File: src/rtl/niski_io_pkg.sv
// Shared I/O constants and event record for the Niski button conditioner
// and the GPIO register block that consumes its flags.
package niski_io_pkg;
  localparam int BTN_CHANNELS_DEFAULT      = 5;
  localparam int BTN_STABLE_CYCLES_DEFAULT = 4;
  localparam int BTN_HOLD_CYCLES_DEFAULT   = 16;

  typedef struct packed {
    logic [BTN_CHANNELS_DEFAULT-1:0] pressed;
    logic [BTN_CHANNELS_DEFAULT-1:0] released;
    logic [BTN_CHANNELS_DEFAULT-1:0] held;
  } btn_events_t;
endpackage

File: src/rtl/btn_conditioner_if.sv
// Pin, clear/mask and event bundle between the board pins, the conditioner
// and the CPU-side register logic.
interface btn_conditioner_if import niski_io_pkg::*; #(
  parameter int CHANNELS = BTN_CHANNELS_DEFAULT
) ();
  logic [CHANNELS-1:0] btn_pins;
  logic                clr_en;
  logic [CHANNELS-1:0] clr_mask;
  logic [CHANNELS-1:0] irq_mask;
  logic [CHANNELS-1:0] state;
  logic [CHANNELS-1:0] pressed;
  logic [CHANNELS-1:0] released;
  logic [CHANNELS-1:0] held;
  logic                irq;

  modport master (
    output btn_pins, clr_en, clr_mask, irq_mask,
    input  state, pressed, released, held, irq
  );

  modport slave (
    input  btn_pins, clr_en, clr_mask, irq_mask,
    output state, pressed, released, held, irq
  );
endinterface

File: src/rtl/btn_debounce_ch.sv
// One button channel: 2-flop synchroniser, debounce and hold counters, and
// sticky press/release/hold flags. Input is already active-high.
module btn_debounce_ch import niski_io_pkg::*; #(
  parameter int STABLE_CYCLES = BTN_STABLE_CYCLES_DEFAULT,
  parameter int HOLD_CYCLES   = BTN_HOLD_CYCLES_DEFAULT
) (
  input  logic clk,
  input  logic rst_n,
  input  logic i_pin,
  input  logic i_clr,
  output logic o_state,
  output logic o_pressed,
  output logic o_released,
  output logic o_held
);
  localparam int DB_W = $clog2(STABLE_CYCLES + 1);
  localparam int HD_W = $clog2(HOLD_CYCLES + 1);
  localparam logic [DB_W-1:0] DB_LAST = DB_W'(STABLE_CYCLES - 1);
  localparam logic [HD_W-1:0] HD_LAST = HD_W'(HOLD_CYCLES - 1);
  localparam logic [HD_W-1:0] HD_MAX  = HD_W'(HOLD_CYCLES);

  logic [1:0]      r_sync;
  logic [DB_W-1:0] r_db_cnt;
  logic [HD_W-1:0] r_hold_cnt;
  logic            r_state;
  logic            r_pressed;
  logic            r_released;
  logic            r_held;
  logic            w_toggle;
  logic            w_rise;
  logic            w_fall;
  logic            w_hold_hit;

  assign w_toggle   = (r_sync[1] != r_state) && (r_db_cnt == DB_LAST);
  assign w_rise     = w_toggle & ~r_state;
  assign w_fall     = w_toggle & r_state;
  // Counter parks at HD_MAX, so the hit fires once per press.
  assign w_hold_hit = r_state && (r_hold_cnt == HD_LAST);

  always_ff @(posedge clk or negedge rst_n) begin
    if (!rst_n) begin
      r_sync     <= '0;
      r_db_cnt   <= '0;
      r_hold_cnt <= '0;
      r_state    <= 1'b0;
      r_pressed  <= 1'b0;
      r_released <= 1'b0;
      r_held     <= 1'b0;
    end else begin
      r_sync <= {r_sync[0], i_pin};

      if (r_sync[1] == r_state) begin
        r_db_cnt <= '0;
      end else if (w_toggle) begin
        r_db_cnt <= '0;
        r_state  <= ~r_state;
      end else begin
        r_db_cnt <= r_db_cnt + 1'b1;
      end

      if (!r_state) begin
        r_hold_cnt <= '0;
      end else if (r_hold_cnt != HD_MAX) begin
        r_hold_cnt <= r_hold_cnt + 1'b1;
      end

      // A set on the same edge as a clear wins so no event is lost.
      r_pressed  <= w_rise     | (r_pressed  & ~i_clr);
      r_released <= w_fall     | (r_released & ~i_clr);
      r_held     <= w_hold_hit | (r_held     & ~i_clr);
    end
  end

  assign o_state    = r_state;
  assign o_pressed  = r_pressed;
  assign o_released = r_released;
  assign o_held     = r_held;
endmodule

File: src/rtl/btn_conditioner.sv
// Multi-channel push-button conditioner: polarity fold, per-channel debounce
// with sticky events, and a registered masked interrupt.
module btn_conditioner import niski_io_pkg::*; #(
  parameter int CHANNELS      = BTN_CHANNELS_DEFAULT,
  parameter int STABLE_CYCLES = BTN_STABLE_CYCLES_DEFAULT,
  parameter int HOLD_CYCLES   = BTN_HOLD_CYCLES_DEFAULT,
  parameter int ACTIVE_LOW    = 1
) (
  input logic              clk,
  input logic              rst_n,
  btn_conditioner_if.slave bus
);
  logic [CHANNELS-1:0] w_pins;
  logic [CHANNELS-1:0] w_clr;
  logic [CHANNELS-1:0] w_state;
  logic [CHANNELS-1:0] w_pressed;
  logic [CHANNELS-1:0] w_released;
  logic [CHANNELS-1:0] w_held;
  logic                r_irq;

  assign w_pins = bus.btn_pins ^ {CHANNELS{ACTIVE_LOW != 0}};
  assign w_clr  = {CHANNELS{bus.clr_en}} & bus.clr_mask;

  for (genvar g = 0; g < CHANNELS; g++) begin : g_ch
    btn_debounce_ch #(
      .STABLE_CYCLES(STABLE_CYCLES),
      .HOLD_CYCLES  (HOLD_CYCLES)
    ) u_ch (
      .clk       (clk),
      .rst_n     (rst_n),
      .i_pin     (w_pins[g]),
      .i_clr     (w_clr[g]),
      .o_state   (w_state[g]),
      .o_pressed (w_pressed[g]),
      .o_released(w_released[g]),
      .o_held    (w_held[g])
    );
  end

  always_ff @(posedge clk or negedge rst_n) begin
    if (!rst_n) begin
      r_irq <= 1'b0;
    end else begin
      r_irq <= |((w_pressed | w_released | w_held) & bus.irq_mask);
    end
  end

  assign bus.state    = w_state;
  assign bus.pressed  = w_pressed;
  assign bus.released = w_released;
  assign bus.held     = w_held;
  assign bus.irq      = r_irq;
endmodule

File: src/flat_wrapper.sv
// flat-port wrapper written by rule: the top's interface ports become plain ports
module btn_conditioner_flat import niski_io_pkg::*;
#(
  parameter int CHANNELS      = BTN_CHANNELS_DEFAULT,
  parameter int STABLE_CYCLES = BTN_STABLE_CYCLES_DEFAULT,
  parameter int HOLD_CYCLES   = BTN_HOLD_CYCLES_DEFAULT,
  parameter int ACTIVE_LOW    = 1
)
  (clk, rst_n, bus_btn_pins, bus_clr_en, bus_clr_mask, bus_irq_mask, bus_state, bus_pressed, bus_released, bus_held, bus_irq);
  btn_conditioner_if #(.CHANNELS(CHANNELS)) bus_i ();
  input logic clk;
  input logic rst_n;
  input wire logic [$bits(bus_i.btn_pins)-1:0] bus_btn_pins;
  input wire logic [$bits(bus_i.clr_en)-1:0] bus_clr_en;
  input wire logic [$bits(bus_i.clr_mask)-1:0] bus_clr_mask;
  input wire logic [$bits(bus_i.irq_mask)-1:0] bus_irq_mask;
  output wire logic [$bits(bus_i.state)-1:0] bus_state;
  output wire logic [$bits(bus_i.pressed)-1:0] bus_pressed;
  output wire logic [$bits(bus_i.released)-1:0] bus_released;
  output wire logic [$bits(bus_i.held)-1:0] bus_held;
  output wire logic [$bits(bus_i.irq)-1:0] bus_irq;
  assign bus_i.btn_pins = bus_btn_pins;
  assign bus_i.clr_en = bus_clr_en;
  assign bus_i.clr_mask = bus_clr_mask;
  assign bus_i.irq_mask = bus_irq_mask;
  assign bus_state = bus_i.state;
  assign bus_pressed = bus_i.pressed;
  assign bus_released = bus_i.released;
  assign bus_held = bus_i.held;
  assign bus_irq = bus_i.irq;
  btn_conditioner #(.CHANNELS(CHANNELS), .STABLE_CYCLES(STABLE_CYCLES), .HOLD_CYCLES(HOLD_CYCLES), .ACTIVE_LOW(ACTIVE_LOW)) u_core (.clk(clk), .rst_n(rst_n), .bus(bus_i));
endmodule
File: config.mk
export PLATFORM = sky130hd
export DESIGN_NAME = btn_conditioner_flat
export DESIGN_NICKNAME = d
export VERILOG_FILES = /design/src/rtl/niski_io_pkg.sv /design/src/rtl/btn_conditioner_if.sv /design/src/rtl/btn_debounce_ch.sv /design/src/rtl/btn_conditioner.sv /design/src/flat_wrapper.sv
export SDC_FILE = /design/constraint.sdc
export NUM_CORES = 1
export LEC_CHECK = 0
export ABC_AREA = 0
export CAP_MARGIN = 20
export CELL_PAD_IN_SITES_DETAIL_PLACEMENT = 1
export CELL_PAD_IN_SITES_GLOBAL_PLACEMENT = 2
export CORE_AREA = 2 2 93 95
export DETAILED_ROUTE_END_ITERATION = 10
export DIE_AREA = 0 0 95 97
export GPL_ROUTABILITY_DRIVEN = 0
export GPL_TIMING_DRIVEN = 0
export MAX_ROUTING_LAYER = met4
export PLACE_DENSITY = 0.83
export REMOVE_ABC_BUFFERS = 1
export SETUP_SLACK_MARGIN = 0.05
export SKIP_CTS_REPAIR_TIMING = 1
export SYNTH_ARGS = -nofsm -noshare
export SYNTH_HDL_FRONTEND = slang
export SYNTH_SLANG_ARGS = --single-unit
File: constraint.sdc
create_clock -name clk -period 3 [get_ports clk]
set_input_delay 0.3 -clock clk [delete_from_list [all_inputs] [get_ports clk]]
set_output_delay 0.3 -clock clk [all_outputs]
set_load 0.01 [all_outputs]
==> results of run 1 <==
==> synth_stat cells (all sizes together) <==
library cell,n
nand2b,1
and2,2
nor2,15
nand2,10
and3,6
inv,30
nand4bb,2
a22o,6
buf,21
nor3b,11
nor2b,8
a32o,8
mux2i,7
xor2,5
a21oi,4
o31ai,6
and4bb,5
xnor2,13
o21a,2
nor3,11
dfrtp,71
nand3,6
ha,20
==> area by class of cell <==
class	count	area share, %
clock buffer	10	3.35
multi-input combinational	148	30.4
timing repair buffer	40	10.9
sequential	71	46.7
tap	105	3.45
inverter	30	2.96
clock inverter	6	2.24
==> through the flow <==
stage / total power, mW / TNS [ns] / setup slack [ns] / hold slack [ns]
floorplan: 1.84 / 0 / 1.65 / 0.00441
global placement: 2.16 / -63.58 / -0.901 / 0.334
finish: 3.00 / 0 / 1.12 / 0.351
global route: 3.22 / 0 / 1.02 / 0.362
CTS: 3.05 / 0 / 1.10 / -0.170
detailed placement: 2.21 / 0 / 1.46 / 0.212
==> worst min-delay path by stage <==
stage,cells past startpoint,from,endpoint
final,0,u_core.g_ch[0].u_ch.r_sync[0]$_DFF_PN0_,u_core.g_ch[0].u_ch.r_sync[1]$_DFF_PN0_
after global routing,0,u_core.g_ch[1].u_ch.r_sync[0]$_DFF_PN0_,u_core.g_ch[1].u_ch.r_sync[1]$_DFF_PN0_
after CTS,1,rst_n,u_core.g_ch[0].u_ch.o_held$_DFF_PN0_
after detailed placement,1,rst_n,u_core.g_ch[1].u_ch.o_released$_DFF_PN0_
after global placement,0,u_core.g_ch[0].u_ch.r_sync[0]$_DFF_PN0_,u_core.g_ch[0].u_ch.r_sync[1]$_DFF_PN0_
after floorplan,0,rst_n,u_core.bus.irq$_DFF_PN0_
==> per-layer routing <==
layer | global-route usage [%] | up-vias | part of all wire, %
li1 | - | 954 | -
met1 | 19.3 | 1020 | 47
met2 | 22.6 | 36 | 48
met3 | 3.27 | 7 | 3.4
met4 | 9.03 | 0 | 2.0
met5 | - | - | 0
==> cell families (layout without fill, tap and decap cells) <==
| family | Yosys count | after routing | synth area share, % |
|---|---|---|---|
| AOI/OAI and AO/OA | 26 | 26 | 6.64 |
| adders and majority gates | 20 | 20 | 7.81 |
| and+or+nand+nor | 77 | 77 | 14.3 |
| buffers and inverters | 51 | 86 | 8.43 |
| DFF | 71 | 71 | 55.4 |
| xor gates and xnor gates | 18 | 18 | 5.15 |
| muxes | 7 | 7 | 2.19 |
==> worst register-to-register path: cells and delay by family (launching register included) <==
kind,cells,cell delay (ns)
buffers and inverters,1,0.03
adder cells (fa/ha/maj),2,0.51
flip-flops,1,0.43
AO/OA/AOI/OAI,1,0.17
AND/OR/NAND/NOR,1,0.19
==> power breakdown <==
group,switching (mW),internal (mW),total [mW]
sequential,0.213,1.16,1.38
clock,0.360,0.465,0.826
combinational,0.387,0.411,0.798
total,0.961,2.04,3.00
==> flip-flops by register name, indices dropped and copies added, names as in the netlist <==
signal and cells:
u_core.g_ch.u_ch.r_sync 10, u_core.bus.irq 1, u_core.g_ch.u_ch.r_db_cnt 15, u_core.g_ch.u_ch.o_state 5, u_core.g_ch.u_ch.o_pressed 5, u_core.g_ch.u_ch.o_released 5
u_core.g_ch.u_ch.r_hold_cnt 25, u_core.g_ch.u_ch.o_held 5
==> run_results.csv, run 1 <==
group,metric,value,unit
worst_hold_path,hold_class,"reg -> reg",
global_route,grt_max_degree,52,
logic_synthesis,postSynthCellCount,270,
global_route,grt_pass1_vias,2200,
cts,numClockSinks,71,
cts,cts_buffer_depth,2,
layout,n_antenna_cell,0,
worst_setup_path,end_kind,"primary output",
route,drcViolationCount,0,
sta,clock_skew,0.00655,ns
route,vias,2017,
global_route,grt_pass1_wl,10.4,mm
logic_synthesis,synth_top_area_share,55.4,%
sta,fmax,533,MHz
route,routedWlPerCell,14.6,um
global_route,antenna_found_initial,0,
place,dp_hpwl,4.36,mm
logic_synthesis,synth.cell_area,0.00320,mm2
power,p_leak,1.76,nW
worst_setup_path,cp_slowest_cell,"clkdlybuf4s50_1",
floorplanning,io_pins,39,
sta,fin_crit_sh,62.6,%
worst_setup_path,crit_path_max_fanout,11,
logic_synthesis,yosysWarnings,0,
worst_setup_path,worst-path-buf-inv,1,
place,placed_area,0.00358,mm2
floorplanning,core.rowCount,33,
sta,max-slew-margin-rel,69.7,%
layout,final_area,0.00381,mm2
layout,multiInputGateArea,0.00116,mm2
floorplanning,die-area,0.00922,mm2
sta,rsz0062_at_grt,"false",
worst_setup_path,arrival,1.58,ns
route,drtIter0Drc,48,
sta,min_period,1.88,ns
cts,tritoncts,"yes",
layout,finalNonFillerCells,410,
global_route,overflow,0,
worst_setup_path,endpoint,"bus_state[0]",
worst_setup_path,cp-start-kind,"flop",
outcome,status,"completed",
worst_setup_path,cp-startpoint,"u_core.g_ch[0].u_ch.o_state$_DFFE_PN0P_",
place,portBuffers,38,
sta,hold_viol_final,0,
logic_synthesis,synth-seq-cells,71,
cts,cts_buffers,9,
logic_synthesis,yosysSeqAreaShare,55.4,%
floorplanning,die-width,95,um
layout,drive_gt1_share,7.87,%
logic_synthesis,synth.distinct_cells,26,
worst_setup_path,r2r_end,"u_core.g_ch[0].u_ch.r_hold_cnt[4]$_DFFE_PN0P_",
route,wl,6.00,mm
power,peakVddDrop,0.285,mV
place,placed_cells,393,
logic_synthesis,avgSynthCellArea,11.9,um2
layout,nFillCells,871,
worst_setup_path,rr_worst_depth,5,
cts,cts-htree-levels,3,
worst_setup_path,worstPathCellList,"clkdlybuf4s50_1",
worst_setup_path,crit_cells,1,
global_route,track_usage,15.3,%
job,maxCapViolCount,0,
layout,regArea,0.00178,mm2
cts,root_buffer,"clkbuf_8",
layout,final_nets,338,
worst_setup_path,critPathKind,"reg -> out",
logic_synthesis,netlist_top_cells_area,"dfrtp_1, ha_1, buf_4, inv_1, xnor2_1",
route,ant_nets,0,
layout,final_core_util,46.8,%
floorplanning,core,0.00813,mm2
worst_setup_path,r2r-start,"u_core.g_ch[0].u_ch.r_hold_cnt[0]$_DFFE_PN0P_",
logic_synthesis,yosysTopAreaCell,"dfrtp_1",
cts,clkTransAtPathRegs,0.08,ns
worst_setup_path,r2r_slack,1.58,ns
worst_setup_path,cp.required,2.70,ns
sta,tightest_slew,0.451,ns
layout,final_common_cell,"dfrtp_1",
layout,layout_common_cells,"dfrtp_1, clkdlybuf4s50_1, inv_1, ha_1, nor2_1",
sta,setup_viol,0,
floorplanning,die_h,97,um
sta,final_max_slew_viol_count,0,
layout,area_delta_synth_final,18.8,%
floorplanning,start_util,39.4,%
power,powerDensity,789,mW/mm2
cts,clock_latency,0.35,ns
route,firstDrtPassIters,4,
worst_setup_path,crit_family,"buffers and inverters",
route,vias_per_cell,4.92,
worst_setup_path,max_stage_delay,0.62,ns
Power figures use the tool's default switching activity.
==> run 2, diff against run 1 <==
- CORE_AREA: 2 2 93 95 -> 2 2 102 104
- DIE_AREA: 0 0 95 97 -> 0 0 104 106
- PLACE_DENSITY: 0.83 -> 0.73
- clock period: 3 -> 1.7 ns (I/O delays scaled with it)
==> run 2 against run 1 <==
- first-iteration DRC count fell by 65%
- combinational power is 93% higher
- critical path type unchanged
- clock power up 55%
- critical endpoint is now bus_state[2]
- routed wire length is 2.6% higher
- largest cell class unchanged
- count of clock-buffer cells in the layout increased by 4
- flip-flop and latch count stayed put
==> run_results.csv, run 2 (synthesized netlist as in run 1, its figures left out) <==
group,metric,value,unit
cts,root_buffer,"clkbuf_8",
worst_setup_path,crit_family,"buffers and inverters",
layout,final_common_cell,"dfrtp_1",
cts,clock_latency,0.34,ns
route,ant_nets,0,
floorplanning,die-area,0.0110,mm2
worst_setup_path,crit_path_max_fanout,5,
worst_setup_path,cp_slowest_cell,"clkdlybuf4s50_1",
worst_hold_path,hold_class,"in -> async",
sta,min_period,1.56,ns
sta,final_max_slew_viol_count,0,
route,wl,6.15,mm
cts,clkTransAtPathRegs,0.07,ns
power,peakVddDrop,0.440,mV
sta,clock_skew,0.0106,ns
global_route,overflow,0,
layout,area_delta_synth_final,20.9,%
layout,final_core_util,38.7,%
job,maxCapViolCount,0,
worst_setup_path,r2r-start,"u_core.g_ch[0].u_ch.r_hold_cnt[0]$_DFFE_PN0P_",
worst_setup_path,end_kind,"primary output",
floorplanning,core,0.0100,mm2
floorplanning,start_util,32.0,%
floorplanning,die_h,106,um
cts,tritoncts,"yes",
sta,fin_crit_sh,91.7,%
worst_setup_path,worstPathCellList,"clkdlybuf4s50_1",
sta,rsz0062_at_grt,"false",
route,drtIter0Drc,17,
worst_setup_path,cp-start-kind,"flop",
power,powerDensity,1350,mW/mm2
route,drcViolationCount,0,
power,p_leak,1.79,nW
floorplanning,core.rowCount,37,
worst_setup_path,max_stage_delay,0.60,ns
layout,largest_reg_flops,25,
global_route,antenna_found_initial,0,
floorplanning,die-width,104,um
floorplanning,io_pins,39,
layout,drive_gt1_share,9.97,%
route,firstDrtPassIters,4,
sta,hold_ws,0.287,ns
cts,cts_buffer_depth,2,
worst_setup_path,cp.required,1.53,ns
place,dp_hpwl,4.44,mm
route,routedWlPerCell,13.8,um
worst_setup_path,cp-startpoint,"u_core.g_ch[2].u_ch.o_state$_DFFE_PN0P_",
outcome,status,"completed",
sta,final.setup.tns,0,ns
worst_setup_path,critPathKind,"reg -> out",
global_route,grt_pass1_wl,10.4,mm
layout,layout_common_cells,"dfrtp_1, clkdlybuf4s50_1, inv_1, ha_1, nor2_1",
route,vias_per_cell,4.52,
layout,final_nets,344,
sta,tightest_slew,0.428,ns
layout,reg_top3,"u_core.g_ch.u_ch.r_hold_cnt (25), u_core.g_ch.u_ch.r_db_cnt (15), u_core.g_ch.u_ch.r_sync (10)",
sta,fmax,642,MHz
cts,cts_buffers,9,
layout,n_antenna_cell,0,
worst_setup_path,r2r_slack,0.29,ns
sta,hold_viol_final,0,
sta,setup_viol,0,
worst_setup_path,arrival,1.39,ns
route,vias,2019,
worst_setup_path,worst-path-buf-inv,1,
global_route,grt_pass1_vias,2124,
cts,numClockSinks,71,
place,portBuffers,38,
global_route,track_usage,12.4,%
layout,top_register,"u_core.g_ch.u_ch.r_hold_cnt",
sta,max-slew-margin-rel,71.4,%
global_route,grt_max_degree,50,
cts,cts-htree-levels,3,
## run 2: cell types whose count changed in the layout (fill, tap and decap cells not counted), sizes merged
cell,change
clkinvlp,-1
buf,+6
clkinv,-1
bufinv,-2
clkbuf,+4
## run 2: routing by layer
layer / GRT usage, % / part of all wire [%]
met1: 15.5 / 46
met2: 19.0 / 49
met3: 2.51 / 2.8
met4: 6.95 / 2.2
met5: - / 0
## run 2: final timing paths
kind | end | cells after the start
setup / recovery | bus_state[2] | 1
hold / removal | u_core.g_ch[2].u_ch.r_db_cnt[2]$_DFF_PN0_ | 2
setup reg to reg | u_core.g_ch[0].u_ch.r_hold_cnt[4]$_DFFE_PN0P_ | 5
hold reg to reg | u_core.g_ch[4].u_ch.r_sync[1]$_DFF_PN0_ | 0
max in group asynchronous | u_core.g_ch[0].u_ch.o_state$_DFFE_PN0P_ | 3
min in group clk | u_core.g_ch[2].u_ch.r_sync[0]$_DFF_PN0_ | 2
## run 2: report_power, final
| group | switching (mW) | total [mW] | internal, mW |
|---|---|---|---|
| Clock | 0.596 | 1.28 | 0.688 |
| Sequential | 0.352 | 2.41 | 2.06 |
| Combinational | 0.727 | 1.54 | 0.809 |
| Total | 1.67 | 5.23 | 3.56 |
## run 2: area by class of cell
class,instances,area [um2]
Multi-Input combinational cell,148,1160
Sequential cell,71,1780
Clock buffer,14,183
Timing Repair Buffer,46,460
Clock inverter,2,12.5
Tap cell,136,170
Inverter,30,113
Fill cell,1126,6130
## run 2: through the flow
step	setup slack (ns)	cells	instance area [um2]	total power, mW
5_1_grt	0.0655	447	3870	5.65
4_1_cts	-0.0564	440	3820	5.22
3_5_place_dp	0.252	424	3620	3.91
2_1_floorplan	0.345	249	3050	3.24
3_3_place_gp	-2.10	423	3600	3.83
6_report	0.141	447	3870	5.23
==> run 3, diff against run 2 <==
- CORE_AREA: 2 2 102 104 -> 2 2 97 99
- CTS_CLUSTER_DIAMETER: unset -> 30
- DIE_AREA: 0 0 104 106 -> 0 0 99 101
- PLACE_DENSITY: 0.73 -> 0.77
- clock period: 1.7 -> 1.5 ns (I/O delays scaled with it)
==> run 3 against run 2 <==
- final cell count down 5.4%
- critical path depth unchanged
- clock skew down 0.0061 ns
- register-to-register slack worse by 0.16 ns
- total power up 13%
- cell area up 0.61%
- clock power up 15%
- die area down 9.3%
- count of clock-buffer cells in the layout down 2
- via count up 0.89%
- combinational power up 14%
- largest power group unchanged
==> run_results.csv, run 3 (synthesized netlist as in run 1, its figures left out) <==
group,metric,value,unit
power,peakVddDrop,0.518,mV
worst_setup_path,crit_family,"buffers and inverters",
sta,tightest_slew,0.579,ns
worst_setup_path,arrival,1.26,ns
outcome,status,"completed",
route,ant_nets,0,
sta,final_max_slew_viol_count,0,
layout,layout_common_cells,"dfrtp_1, inv_1, clkdlybuf4s50_1, ha_1",
sta,fin_crit_sh,94.3,%
worst_setup_path,cp_slowest_cell,"clkdlybuf4s50_1",
worst_setup_path,critPathKind,"reg -> out",
route,wl,5.98,mm
layout,drive_gt1_share,12.5,%
sta,max-slew-margin-rel,61.0,%
global_route,antenna_found_initial,0,
place,placed_cells,399,
floorplanning,io_pins,39,
power,p_total,5.92,mW
worst_setup_path,worst-path-buf-inv,1,
power,powerDensity,1520,mW/mm2
sta,rsz0062_at_grt,"true",
floorplanning,die-width,99,um
layout,area_delta_synth_final,21.6,%
worst_hold_path,hold_class,"in -> async",
power,p_leak,2.01,nW
layout,largest_reg_flops,25,
sta,setup_viol,0,
worst_setup_path,crit_path_max_fanout,3,
cts,cts-htree-levels,3,
floorplanning,core.rowCount,35,
floorplanning,start_util,35.7,%
cts,clock_latency,0.33,ns
sta,fmax,707,MHz
route,firstDrtPassIters,3,
layout,reg_top3,"u_core.g_ch.u_ch.r_hold_cnt (25), u_core.g_ch.u_ch.r_db_cnt (15), u_core.g_ch.u_ch.r_sync (10)",
global_route,track_usage,13.9,%
layout,final_core_util,43.4,%
global_route,grt_pass1_wl,10.5,mm
cts,clkTransAtPathRegs,0.07,ns
job,maxCapViolCount,0,
route,routedWlPerCell,14.1,um
cts,cts_buffer_depth,2,
global_route,grt_max_degree,47,
route,vias_per_cell,4.82,
layout,top_register,"u_core.g_ch.u_ch.r_hold_cnt",
global_route,overflow,0,
layout,final_nets,345,
place,portBuffers,38,
place,dp_hpwl,4.26,mm
worst_setup_path,cp.required,1.35,ns
place,dp_slack,0.0441,ns
floorplanning,core,0.00898,mm2
worst_setup_path,max_stage_delay,0.55,ns
floorplanning,die_h,101,um
sta,worst_slack,0.0854,ns
worst_setup_path,end_kind,"primary output",
sta,min_period,1.41,ns
worst_setup_path,cp-start-kind,"flop",
worst_setup_path,worstPathCellList,"clkdlybuf4s50_1",
cts,numClockSinks,71,
sta,hold_viol_final,0,
route,vias,2037,
cts,tritoncts,"yes",
global_route,grt_pass1_vias,2236,
layout,finalNonFillerCells,423,
cts,cts_buffers,9,
floorplanning,die-area,0.0100,mm2
route,drtIter0Drc,45,
cts,root_buffer,"clkbuf_8",
layout,final_common_cell,"dfrtp_1",
layout,n_antenna_cell,0,
route,drcViolationCount,0,
sta,clock_skew,0.00452,ns
[run 3: cell types whose count changed in the layout (fill, tap and decap cells not counted), moves of 2 or more]
cell,change
dfrtp_2,+4
clkdlybuf4s50_1,-14
clkinv_2,+2
dfrtp_1,-4
clkbuf_8,-3
ha_2,+3
ha_1,-3
dlymetal6s2s_1,+14
[run 3: stage by stage]
stage	setup TNS [ns]	hold WS, ns	area (um2)
finish	0	0.268	3900
global route	0	0.272	3900
CTS	-0.289	-0.278	3780
detailed placement	0	0.0941	3590
global placement	-159.24	0.332	3570
floorplan	0	-0.146	3050
[run 3: per-layer routing]
layer  global-route usage [%]  vias up  wire length [um]
li1                         -      967                 -
met1                     17.6     1029              2820
met2                     21.7       29              2860
met3                     2.08       12               164
met4                     6.95        0               136
met5                        -        -                 0
[run 3: power breakdown]
part / switching [mW] / internal [mW] / total, mW
Sequential: 0.350 / 2.35 / 2.69
Combinational: 0.861 / 0.888 / 1.75
Clock: 0.665 / 0.806 / 1.47
[run 3: area by class of cell]
type | count | area (um2)
Fill cell | 936 | 5080
Tap cell | 111 | 139
Clock buffer | 12 | 145
Inverter | 30 | 113
Timing Repair Buffer | 47 | 503
Sequential cell | 71 | 1780
Multi-Input combinational cell | 148 | 1170
Clock inverter | 4 | 45.0
[run 3: path summary, 6_finish.rpt]
kind	startpoint	end	slack, ns	cells after the start
worst min register to register	u_core.g_ch[0].u_ch.r_sync[0]$_DFF_PN0_	u_core.g_ch[0].u_ch.r_sync[1]$_DFF_PN0_	0.35	0
worst max register to register	u_core.g_ch[0].u_ch.r_hold_cnt[0]$_DFFE_PN0P_	u_core.g_ch[0].u_ch.r_hold_cnt[1]$_DFFE_PN0P_	0.13	6
max in group asynchronous	rst_n	u_core.g_ch[3].u_ch.o_state$_DFFE_PN0P_	0.68	3
worst max-delay path	u_core.g_ch[2].u_ch.o_pressed$_DFF_PN0_	bus_pressed[2]	0.09	1
min in group clk	bus_btn_pins[4]	u_core.g_ch[4].u_ch.r_sync[0]$_DFF_PN0_	0.28	2
worst min-delay path	rst_n	u_core.g_ch[2].u_ch.r_db_cnt[1]$_DFF_PN0_	0.27	2
==> RTL edit, RTL diff (config.mk and constraints of run 1) <==
The package constant `BTN_HOLD_CYCLES_DEFAULT` goes from 16 to 32.
--- a/src/rtl/niski_io_pkg.sv
+++ b/src/rtl/niski_io_pkg.sv
@@ -5,3 +5,3 @@
   localparam int BTN_STABLE_CYCLES_DEFAULT = 4;
-  localparam int BTN_HOLD_CYCLES_DEFAULT   = 16;
+  localparam int BTN_HOLD_CYCLES_DEFAULT   = 32;
 
Check against the original RTL: same outputs for any inputs over 10 cycles, from zero or initial values and one cycle with rst_n low; that may be too few to reach the edited logic, so the function may still have changed.
==> RTL edit against run 1 <==
Area after synthesis increased by 9.9%; power about the same; global-route usage increased by 2.0 points; setup slack improved by 170 ps; routed wire length increased by 16%; clock skew decreased by 2.8 ps; sequential cell count increased by 5; maximum frequency increased by 10%; core utilization increased by 3.2 points; design area increased by 6.9%; sequential share of layout area about the same; critical endpoint is now bus_state[1].
==> RTL edit: results (changes against run 1) <==
VDD IR-drop max -> 0.000241 V (-15%)
worst path arrival time -> 1400 ps (-180 ps)
Yosys top cell area share -> 54.0% (-1.4 points)
largest net degree at the start of global routing -> 47 (-9.6%)
Yosys cell types -> 29 (+12%)
adder-cell share of the synthesized area -> 5.33% (-2.5 points)
proportion of synthesized area in mux cells -> 1.42% (-0.77 points)
register-to-register setup slack -> 1550 ps (-30 ps)
worst hold path startpoint -> u_core.g_ch[1].u_ch.r_sync[0]$_DFF_PN0_
CLK BUF -> 12 (+2)
leakage -> 1.83 nW (+4.0%)
post-synthesis sequential area ratio -> 54.0% (-1.4 points)
most frequent cells after synthesis -> 76 x dfrtp_1, 30 x inv_1, 23 x nand2_1, 20 x buf_4, 18 x nand3_1
crit-path max FO -> 7 (-4)
top cells by area, synth -> dfrtp_1 54%, ha_1 5.3%, buf_4 4.3%
GR Layer Usage met2 -> 27.1% (+4.5 points)
status -> complete, no violations
vias in the first global route -> 2638 (+20%)
crit path time final -> 1700 ps (-173 ps)
layout filler cell count -> 872 (+0.11%)
hold endpoint -> u_core.g_ch[1].u_ch.r_sync[1]$_DFF_PN0_
r2r startpoint -> u_core.g_ch[4].u_ch.r_hold_cnt[0]$_DFFE_PN0P_
FF-to-FF End -> u_core.g_ch[4].u_ch.r_hold_cnt[0]$_DFFE_PN0P_
Slew @ Worst Pin -> 471 ps (+20.2 ps)
DR vias -> 2364 (+17%)
==> RTL edit: metrics by stage <==
step / hold WS (ps) / cell area (um2)
after floorplan: 4.41 / 3370
after global placement: 332 / 3880
after detailed placement: 267 / 3900
after CTS: -111 / 4060
after global routing: 365 / 4070
final: 356 / 4070
==> RTL edit: layer usage <==
layer / wire, um / vias up
met3: 250 / 11
li1: - / 1136
met1: 3220 / 1181
met4: 128 / 0
met5: 0 / -
met2: 3360 / 36
==> RTL edit: where the power goes <==
group | leakage (nW) | switching [mW] | internal [mW] | total (mW)
Combinational | 0.750 | 0.458 | 0.424 | 0.882
Sequential | 1.01 | 0.222 | 1.23 | 1.45
Clock | 0.0783 | 0.351 | 0.313 | 0.664
Total | 1.83 | 1.03 | 1.97 | 3.00
==> RTL edit: worst reg2reg max path, delay by kind of cell (launching register included) <==
kind            cells  cell delay (ps)
buf+inv             1              100
compound gates      1              130
flops               1              420
fa+ha+maj           1              170
simple gates        2              550
